File: config.mk
export PLATFORM = sky130hd
export DESIGN_NAME = xfifo_prog_flat
export DESIGN_NICKNAME = d
export VERILOG_FILES = /design/src/rtl/xfifo_prog_if.sv /design/src/rtl/xfifo_prog.sv /design/src/flat_wrapper.sv
export SDC_FILE = /design/constraint.sdc
export NUM_CORES = 1
export LEC_CHECK = 0
export BUFFER_PORTS_ARGS = -buffer_cell sky130_fd_sc_hd__clkbuf_2
export CAP_MARGIN = 40
export CELL_PAD_IN_SITES_DETAIL_PLACEMENT = 1
export CELL_PAD_IN_SITES_GLOBAL_PLACEMENT = 1
export CORE_MARGIN = 3
export CORE_UTILIZATION = 30
export CTS_BUF_LIST = sky130_fd_sc_hd__clkbuf_8
export CTS_CLUSTER_SIZE = 14
export DETAILED_ROUTE_END_ITERATION = 12
export PLACE_DENSITY = 0.6
export RECOVER_POWER = 100
export SYNTH_ARGS = -nofsm -noshare
export SYNTH_HDL_FRONTEND = slang
export SYNTH_SLANG_ARGS = --single-unit
File: constraint.sdc
create_clock -name clk -period 2.6 [get_ports clk]
set_input_delay 0 -clock clk [delete_from_list [all_inputs] [get_ports clk]]
set_output_delay 0 -clock clk [all_outputs]
set_load 0.05 [all_outputs]
File: src/rtl/xfifo_prog_if.sv
// Bus bundle for xfifo_prog: write/read requests, control strobes, thresholds,
// read data and status. The producer/consumer side uses master, the FIFO uses slave.
interface xfifo_prog_if #(
  parameter int DATA_BITS = 10,
  parameter int ADDR_BITS = 3
);
  // Request semantics: a request is sampled on every posedge. It is acted on
  // only if the FIFO accepts it that cycle. Rejected requests raise the sticky
  // error flags. A read's data appears one cycle later, qualified by fifo_data_valid.
  logic [DATA_BITS-1:0] fifo_data_in;
  logic                 fifo_write;
  logic                 fifo_read;
  logic                 retorno;
  logic                 flush;
  logic                 err_clear;
  logic [ADDR_BITS:0]   high_limit;
  logic [ADDR_BITS:0]   low_limit;

  logic [DATA_BITS-1:0] fifo_data_out;
  logic                 fifo_data_valid;
  logic                 fifo_full_out;
  logic                 fifo_empty_out;
  logic                 fifo_almost_full_out;
  logic                 fifo_almost_empty_out;
  logic [ADDR_BITS:0]   fifo_count;
  logic                 error_overflow;
  logic                 error_underflow;

  modport master (
    output fifo_data_in, fifo_write, fifo_read, retorno, flush, err_clear,
           high_limit, low_limit,
    input  fifo_data_out, fifo_data_valid, fifo_full_out, fifo_empty_out,
           fifo_almost_full_out, fifo_almost_empty_out, fifo_count,
           error_overflow, error_underflow
  );

  modport slave (
    input  fifo_data_in, fifo_write, fifo_read, retorno, flush, err_clear,
           high_limit, low_limit,
    output fifo_data_out, fifo_data_valid, fifo_full_out, fifo_empty_out,
           fifo_almost_full_out, fifo_almost_empty_out, fifo_count,
           error_overflow, error_underflow
  );
endinterface

File: src/rtl/xfifo_prog.sv
// Single-clock FIFO with programmable almost-full/almost-empty thresholds,
// registered read data, flush, non-consuming re-read (retorno) and sticky errors.
module xfifo_prog #(
  parameter int DATA_BITS = 10,
  parameter int ADDR_BITS = 3
) (
  input logic        clk,
  input logic        reset,
  xfifo_prog_if.slave bus
);

  localparam int                 DEPTH     = 1 << ADDR_BITS;
  localparam logic [ADDR_BITS:0] DEPTH_CNT = (ADDR_BITS + 1)'(DEPTH);

  logic [DATA_BITS-1:0] mem [DEPTH];
  logic [ADDR_BITS-1:0] wr_ptr;
  logic [ADDR_BITS-1:0] rd_ptr;
  logic [ADDR_BITS:0]   count;
  logic [ADDR_BITS:0]   count_next;
  logic [DATA_BITS-1:0] data_out;
  logic                 data_valid;
  logic                 err_ovf;
  logic                 err_unf;

  logic full;
  logic empty;
  logic rd_ok;
  logic wr_ok;
  logic consume;
  logic ovf_set;
  logic unf_set;

  // Occupancy is tracked only by count; the pointers never decide full/empty.
  assign full  = (count == DEPTH_CNT);
  assign empty = (count == '0);

  // A full FIFO can still take a write when a consuming read frees a slot.
  always_comb begin
    rd_ok   = bus.fifo_read && !empty;
    consume = rd_ok && !bus.retorno;
    wr_ok   = bus.fifo_write && (!full || consume);
    ovf_set = bus.fifo_write && !wr_ok && !bus.flush;
    unf_set = bus.fifo_read && !rd_ok && !bus.flush;
  end

  always_comb begin
    count_next = count;
    case ({wr_ok, consume})
      2'b10:   count_next = count + 1'b1;
      2'b01:   count_next = count - 1'b1;
      default: count_next = count;
    endcase
  end

  always_ff @(posedge clk) begin
    if (reset) begin
      wr_ptr     <= '0;
      rd_ptr     <= '0;
      count      <= '0;
      data_out   <= '0;
      data_valid <= 1'b0;
    end else if (bus.flush) begin
      wr_ptr     <= '0;
      rd_ptr     <= '0;
      count      <= '0;
      data_valid <= 1'b0;
    end else begin
      if (wr_ok)   wr_ptr <= wr_ptr + 1'b1;
      if (consume) rd_ptr <= rd_ptr + 1'b1;
      count      <= count_next;
      data_valid <= rd_ok;
      if (rd_ok) data_out <= mem[rd_ptr];
    end
  end

  // Storage has no reset; a same-cycle read of wr_ptr sees the old word.
  always_ff @(posedge clk) begin
    if (!reset && !bus.flush && wr_ok) mem[wr_ptr] <= bus.fifo_data_in;
  end

  // A new error in the same cycle as err_clear keeps the flag set.
  always_ff @(posedge clk) begin
    if (reset) begin
      err_ovf <= 1'b0;
      err_unf <= 1'b0;
    end else begin
      if (ovf_set)            err_ovf <= 1'b1;
      else if (bus.err_clear) err_ovf <= 1'b0;
      if (unf_set)            err_unf <= 1'b1;
      else if (bus.err_clear) err_unf <= 1'b0;
    end
  end

  assign bus.fifo_data_out         = data_out;
  assign bus.fifo_data_valid       = data_valid;
  assign bus.fifo_full_out         = full;
  assign bus.fifo_empty_out        = empty;
  assign bus.fifo_count            = count;
  assign bus.error_overflow        = err_ovf;
  assign bus.error_underflow       = err_unf;
  // A zero threshold falls back to the plain full/empty condition.
  assign bus.fifo_almost_full_out  = (bus.high_limit == '0) ? full  : (count >= bus.high_limit);
  assign bus.fifo_almost_empty_out = (bus.low_limit  == '0) ? empty : (count <= bus.low_limit);

endmodule

File: src/flat_wrapper.sv
// flat-port wrapper written by rule: the top's interface ports become plain ports
module xfifo_prog_flat 
#(
  parameter int DATA_BITS = 10,
  parameter int ADDR_BITS = 3
)
  (clk, reset, bus_fifo_data_in, bus_fifo_write, bus_fifo_read, bus_retorno, bus_flush, bus_err_clear, bus_high_limit, bus_low_limit, bus_fifo_data_out, bus_fifo_data_valid, bus_fifo_full_out, bus_fifo_empty_out, bus_fifo_almost_full_out, bus_fifo_almost_empty_out, bus_fifo_count, bus_error_overflow, bus_error_underflow);
  xfifo_prog_if #(.DATA_BITS(DATA_BITS), .ADDR_BITS(ADDR_BITS)) bus_i ();
  input logic clk;
  input logic reset;
  input wire logic [$bits(bus_i.fifo_data_in)-1:0] bus_fifo_data_in;
  input wire logic [$bits(bus_i.fifo_write)-1:0] bus_fifo_write;
  input wire logic [$bits(bus_i.fifo_read)-1:0] bus_fifo_read;
  input wire logic [$bits(bus_i.retorno)-1:0] bus_retorno;
  input wire logic [$bits(bus_i.flush)-1:0] bus_flush;
  input wire logic [$bits(bus_i.err_clear)-1:0] bus_err_clear;
  input wire logic [$bits(bus_i.high_limit)-1:0] bus_high_limit;
  input wire logic [$bits(bus_i.low_limit)-1:0] bus_low_limit;
  output wire logic [$bits(bus_i.fifo_data_out)-1:0] bus_fifo_data_out;
  output wire logic [$bits(bus_i.fifo_data_valid)-1:0] bus_fifo_data_valid;
  output wire logic [$bits(bus_i.fifo_full_out)-1:0] bus_fifo_full_out;
  output wire logic [$bits(bus_i.fifo_empty_out)-1:0] bus_fifo_empty_out;
  output wire logic [$bits(bus_i.fifo_almost_full_out)-1:0] bus_fifo_almost_full_out;
  output wire logic [$bits(bus_i.fifo_almost_empty_out)-1:0] bus_fifo_almost_empty_out;
  output wire logic [$bits(bus_i.fifo_count)-1:0] bus_fifo_count;
  output wire logic [$bits(bus_i.error_overflow)-1:0] bus_error_overflow;
  output wire logic [$bits(bus_i.error_underflow)-1:0] bus_error_underflow;
  assign bus_i.fifo_data_in = bus_fifo_data_in;
  assign bus_i.fifo_write = bus_fifo_write;
  assign bus_i.fifo_read = bus_fifo_read;
  assign bus_i.retorno = bus_retorno;
  assign bus_i.flush = bus_flush;
  assign bus_i.err_clear = bus_err_clear;
  assign bus_i.high_limit = bus_high_limit;
  assign bus_i.low_limit = bus_low_limit;
  assign bus_fifo_data_out = bus_i.fifo_data_out;
  assign bus_fifo_data_valid = bus_i.fifo_data_valid;
  assign bus_fifo_full_out = bus_i.fifo_full_out;
  assign bus_fifo_empty_out = bus_i.fifo_empty_out;
  assign bus_fifo_almost_full_out = bus_i.fifo_almost_full_out;
  assign bus_fifo_almost_empty_out = bus_i.fifo_almost_empty_out;
  assign bus_fifo_count = bus_i.fifo_count;
  assign bus_error_overflow = bus_i.error_overflow;
  assign bus_error_underflow = bus_i.error_underflow;
  xfifo_prog #(.DATA_BITS(DATA_BITS), .ADDR_BITS(ADDR_BITS)) u_core (.clk(clk), .reset(reset), .bus(bus_i));
endmodule
==> impl_results.md <==
- Total gr overflow: 0
- Row count: 42
- Layout Nets: 374
- Final Non-Filler Cells: 519
- Final Core Density: 37.07%
- Wirelength per Cell: 17.68 µm
- Antenna Cells: 0
- Mapped Area: 0.004242 mm²
- Clock Tree Buf Depth: 2
- Adder-cell share of the synthesized area: 3.245%
- Mux share of post-synthesis cell area: 11.09%
- Status: complete, no violations
- H-tree levels: 3
- First-pass GRT wire length: 14,840 µm
- Number of global-route vias before repair: 2,609
- TNS Setup: 0 ns
- Final ANT Viol Nets: 0
- Seq pwr share: 62.2%
- Design area: 0.005026 mm²
- # port buffers: 45
- Reg2reg path depth: 5
- Unique masters post-synth: 40
- Largest family of logic cells by synthesized area: multiplexers
- Worst setup startpoint: u_core.bus.fifo_count[3]$_SDFFE_PP0P_
- Switch share: 22.71%
- Peak Freq: 0.4322 GHz
- Total clock sinks: 103
- CTS tree: yes
- Crit path top cell by count: clkbuf_1
- Static Leak: 1.693 nW
- Sequential-to-total area share from yosys stat: 67.49%
- HP Class: in2reg
- Initial Utilization: 31.28%
- Worst path cell trace: clkbuf_1, or4b_1, inv_1, clkbuf_1
- Initial DRC count: 144
- Area delta synth->final: 18.50%
- Hold depth: 3
- Post-synthesis instance total: 262
- Critical Path RT: 2.60 ns
- Maximum vdd drop: 0.0002564 V
- Syn Nets: 298
- Total die area: 0.01560 mm²
- Number of buffer and inverter stages on the critical path: 3
- Combinational power share: 6.2%
- Clk Latency, worst-skew pair: 0.35 ns
- Worst Tran Pin Value: 0.7244 ns
- Tcrit/Tclk final: 88.99%
- Int Pwr: 2.226 mW
- Most common cell after layout, fill and taps aside: edfxtp_1
- YS warnings: 0
- Simple-Gate Fraction of Synth Area: 9.115%
- PD cells: 572.9 mW/mm²
- Reg2Reg Setup Slack: 0.38 ns
- DR vias/cell: 4.773
- Total power: 2.880 mW
- Hold Crit Start: bus_flush
- Ratio of cells with drive above 1 in the final layout: 20.70%
- Max-Cap Viols: 0
- Largest delay share family, worst path: buffers and inverters
- Clk pwr share: 31.6%
- Setup WS post-layout: 0.2862 ns
- CP startpoint kind: register
- Xor/xnor share of the synthesized area: 0.8260%
- Syn_area_per_cell: 16.19 µm²
- Setup violations, final: 0
- FF-to-FF Start: u_core.bus.fifo_count[1]$_SDFFE_PP0P_
- RSZ-0062 raised after global routing: false
- Pre-CTS setup slack: 0.5417 ns
- WP depth: 4
- Final hold vios: 0
- WHS: 0.03069 ns
- Worst EP arrival: 2.31 ns
- Final slew viol count: 0
- Tmin final: 2.314 ns
- Worst clock skew: 0.007159 ns
- CTS buffer count: 9
- DRC violations left: 0
- Via count: 2,477
- Cell Area, Placed: 0.004768 mm²
- Core area: 0.01356 mm²
- Chip Height: 124.9 µm
- Net Sw Power: 0.6540 mW
- Crit. End Element: primary output
- Drt total wl: 9176 µm
- Critical path fanouts, max: 9
- Slowest-stage cell, CP: or4b_1
- RR Endpoint: u_core.bus.error_underflow$_SDFFE_PP0P_
- Slowest stage delay, CP: 0.58 ns
- Die Wd: 124.9 µm
- Routability cong.: 0.7693
- Setup bufs post-CTS: 0
- Synthesized flop and latch total: 103
- Synth Area in Compound Gates: 6.254%
- Most frequent cells in the layout: edfxtp_1 (80), clkbuf_1 (30), dfxtp_1 (23), mux4_2 (20)
- Largest net degree at the start of global routing: 23
- Post-CTS resize count: 0
- Post-Place Cells: 489
- Total track usage: 12.24%
- CP endpoint: bus_fifo_full_out
- Initial antenna violation count: 0
- Drt first pass iters: 4
- Dpl hpwl: 6412 µm
- Num ports: 46
- Clock Tree Root: clkbuf_8
- Crit path kind: reg2out
- Clock transition at path regs: 0.09 ns
- Slew HR: 51.34%
==> what timing repair did <==
action | in CTS | in global routing
hold endpoints to repair | 83 | 0
hold buffers | 14 | 0
setup endpoints to repair | 0 | 0
==> synth_stat cells, drive strengths merged <==
library cell / instances / area share [%]
and3: 1 / 0.15
mux2i: 2 / 0.47
a31oi: 1 / 0.29
a21o: 1 / 0.18
edfxtp: 80 / 57
a41oi: 1 / 0.21
clkbuf: 3 / 0.27
inv: 14 / 1.2
a21oi: 11 / 1.3
nand2: 6 / 0.53
o31ai: 1 / 0.18
xnor2: 4 / 0.83
o21ai: 3 / 0.35
or2: 2 / 0.29
nor3b: 3 / 0.53
o41ai: 1 / 0.38
nor3: 6 / 0.83
nor2: 17 / 1.6
nand3b: 2 / 0.35
a221o: 10 / 2.4
or4b: 1 / 0.32
or3: 2 / 0.29
o2111ai: 1 / 0.21
nor4: 2 / 0.29
ha: 11 / 3.2
a22oi: 1 / 0.18
nand2b: 6 / 0.89
mux4: 20 / 11
a31o: 1 / 0.21
or4: 1 / 0.27
dfxtp: 23 / 11
nor2b: 10 / 1.5
o211ai: 1 / 0.18
nand3: 7 / 0.83
o211a: 1 / 0.24
nand4: 1 / 0.50
buf: 4 / 0.47
==> worst register-to-register path, delay by kind of cell (launching register included) <==
| kind | cells | cell delay [ns] |
|---|---|---|
| buf+inv | 2 | 0.82 |
| compound gates | 1 | 0.16 |
| simple gates | 2 | 0.75 |
| flops | 1 | 0.43 |
==> power groups by stage <==
stage          registers (mW)  logic, mW  clock network, mW
3_5_place_dp             1.83      0.171                  0
2_1_floorplan            1.85     0.0790                  0
5_1_grt                  1.79      0.197               1.01
6_report                 1.79      0.178              0.910
3_3_place_gp             1.83      0.168                  0
4_1_cts                  1.79      0.187              0.952
==> sequential cells by signal (all words and copies together) (netlist names) <==
| register | count |
|---|---|
| u_core.bus.error_underflow | 1 |
| u_core.bus.fifo_count | 4 |
| u_core.wr_ptr | 3 |
| u_core.mem | 80 |
| u_core.bus.fifo_data_out | 10 |
| u_core.rd_ptr | 3 |
| u_core.bus.fifo_data_valid | 1 |
| u_core.bus.error_overflow | 1 |
==> metal layers <==
metal  up-vias  track usage, %  wire [µm]  part of all wire (%)
li1       1183               -          -                     -
met1      1254           15.35       4058                    44
met2        31           21.28       4736                    52
met3         9           2.358        232                   2.5
met4         0           4.145        149                   1.6
met5         -               0          0                     0
==> cell type report <==
cell class	count	area (µm²)
fillers	1446	8532
flip-flops and latches	103	2863
multi-input cells	138	1285
repair buffers	72	422.9
well taps	176	220.2
clock buffers	10	137.6
inverters	14	52.55
clock inverters	6	45.04
==> cells by family (layout without fill, tap and decap cells) <==
group	after synthesis	after routing
multiplexers	22	22
adder cells (fa/ha/maj)	11	11
XOR/XNOR	4	4
AND/OR/NAND/NOR	67	67
AO/OA/AOI/OAI	34	34
flip-flops	103	103
buffers and inverters	21	102
==> how the worst min path moves through the flow <==
stage,end,slack (ns)
finish,u_core.bus.error_overflow$_SDFFE_PP0P_,0.03
floorplan,u_core.bus.error_overflow$_SDFFE_PP0P_,0.07
global route,u_core.bus.error_overflow$_SDFFE_PP0P_,0.03
CTS,u_core.bus.error_overflow$_SDFFE_PP0P_,0.002
detailed placement,u_core.bus.error_overflow$_SDFFE_PP0P_,0.26
global placement,u_core.bus.error_overflow$_SDFFE_PP0P_,0.25
(Power assumes the default switching activity.)
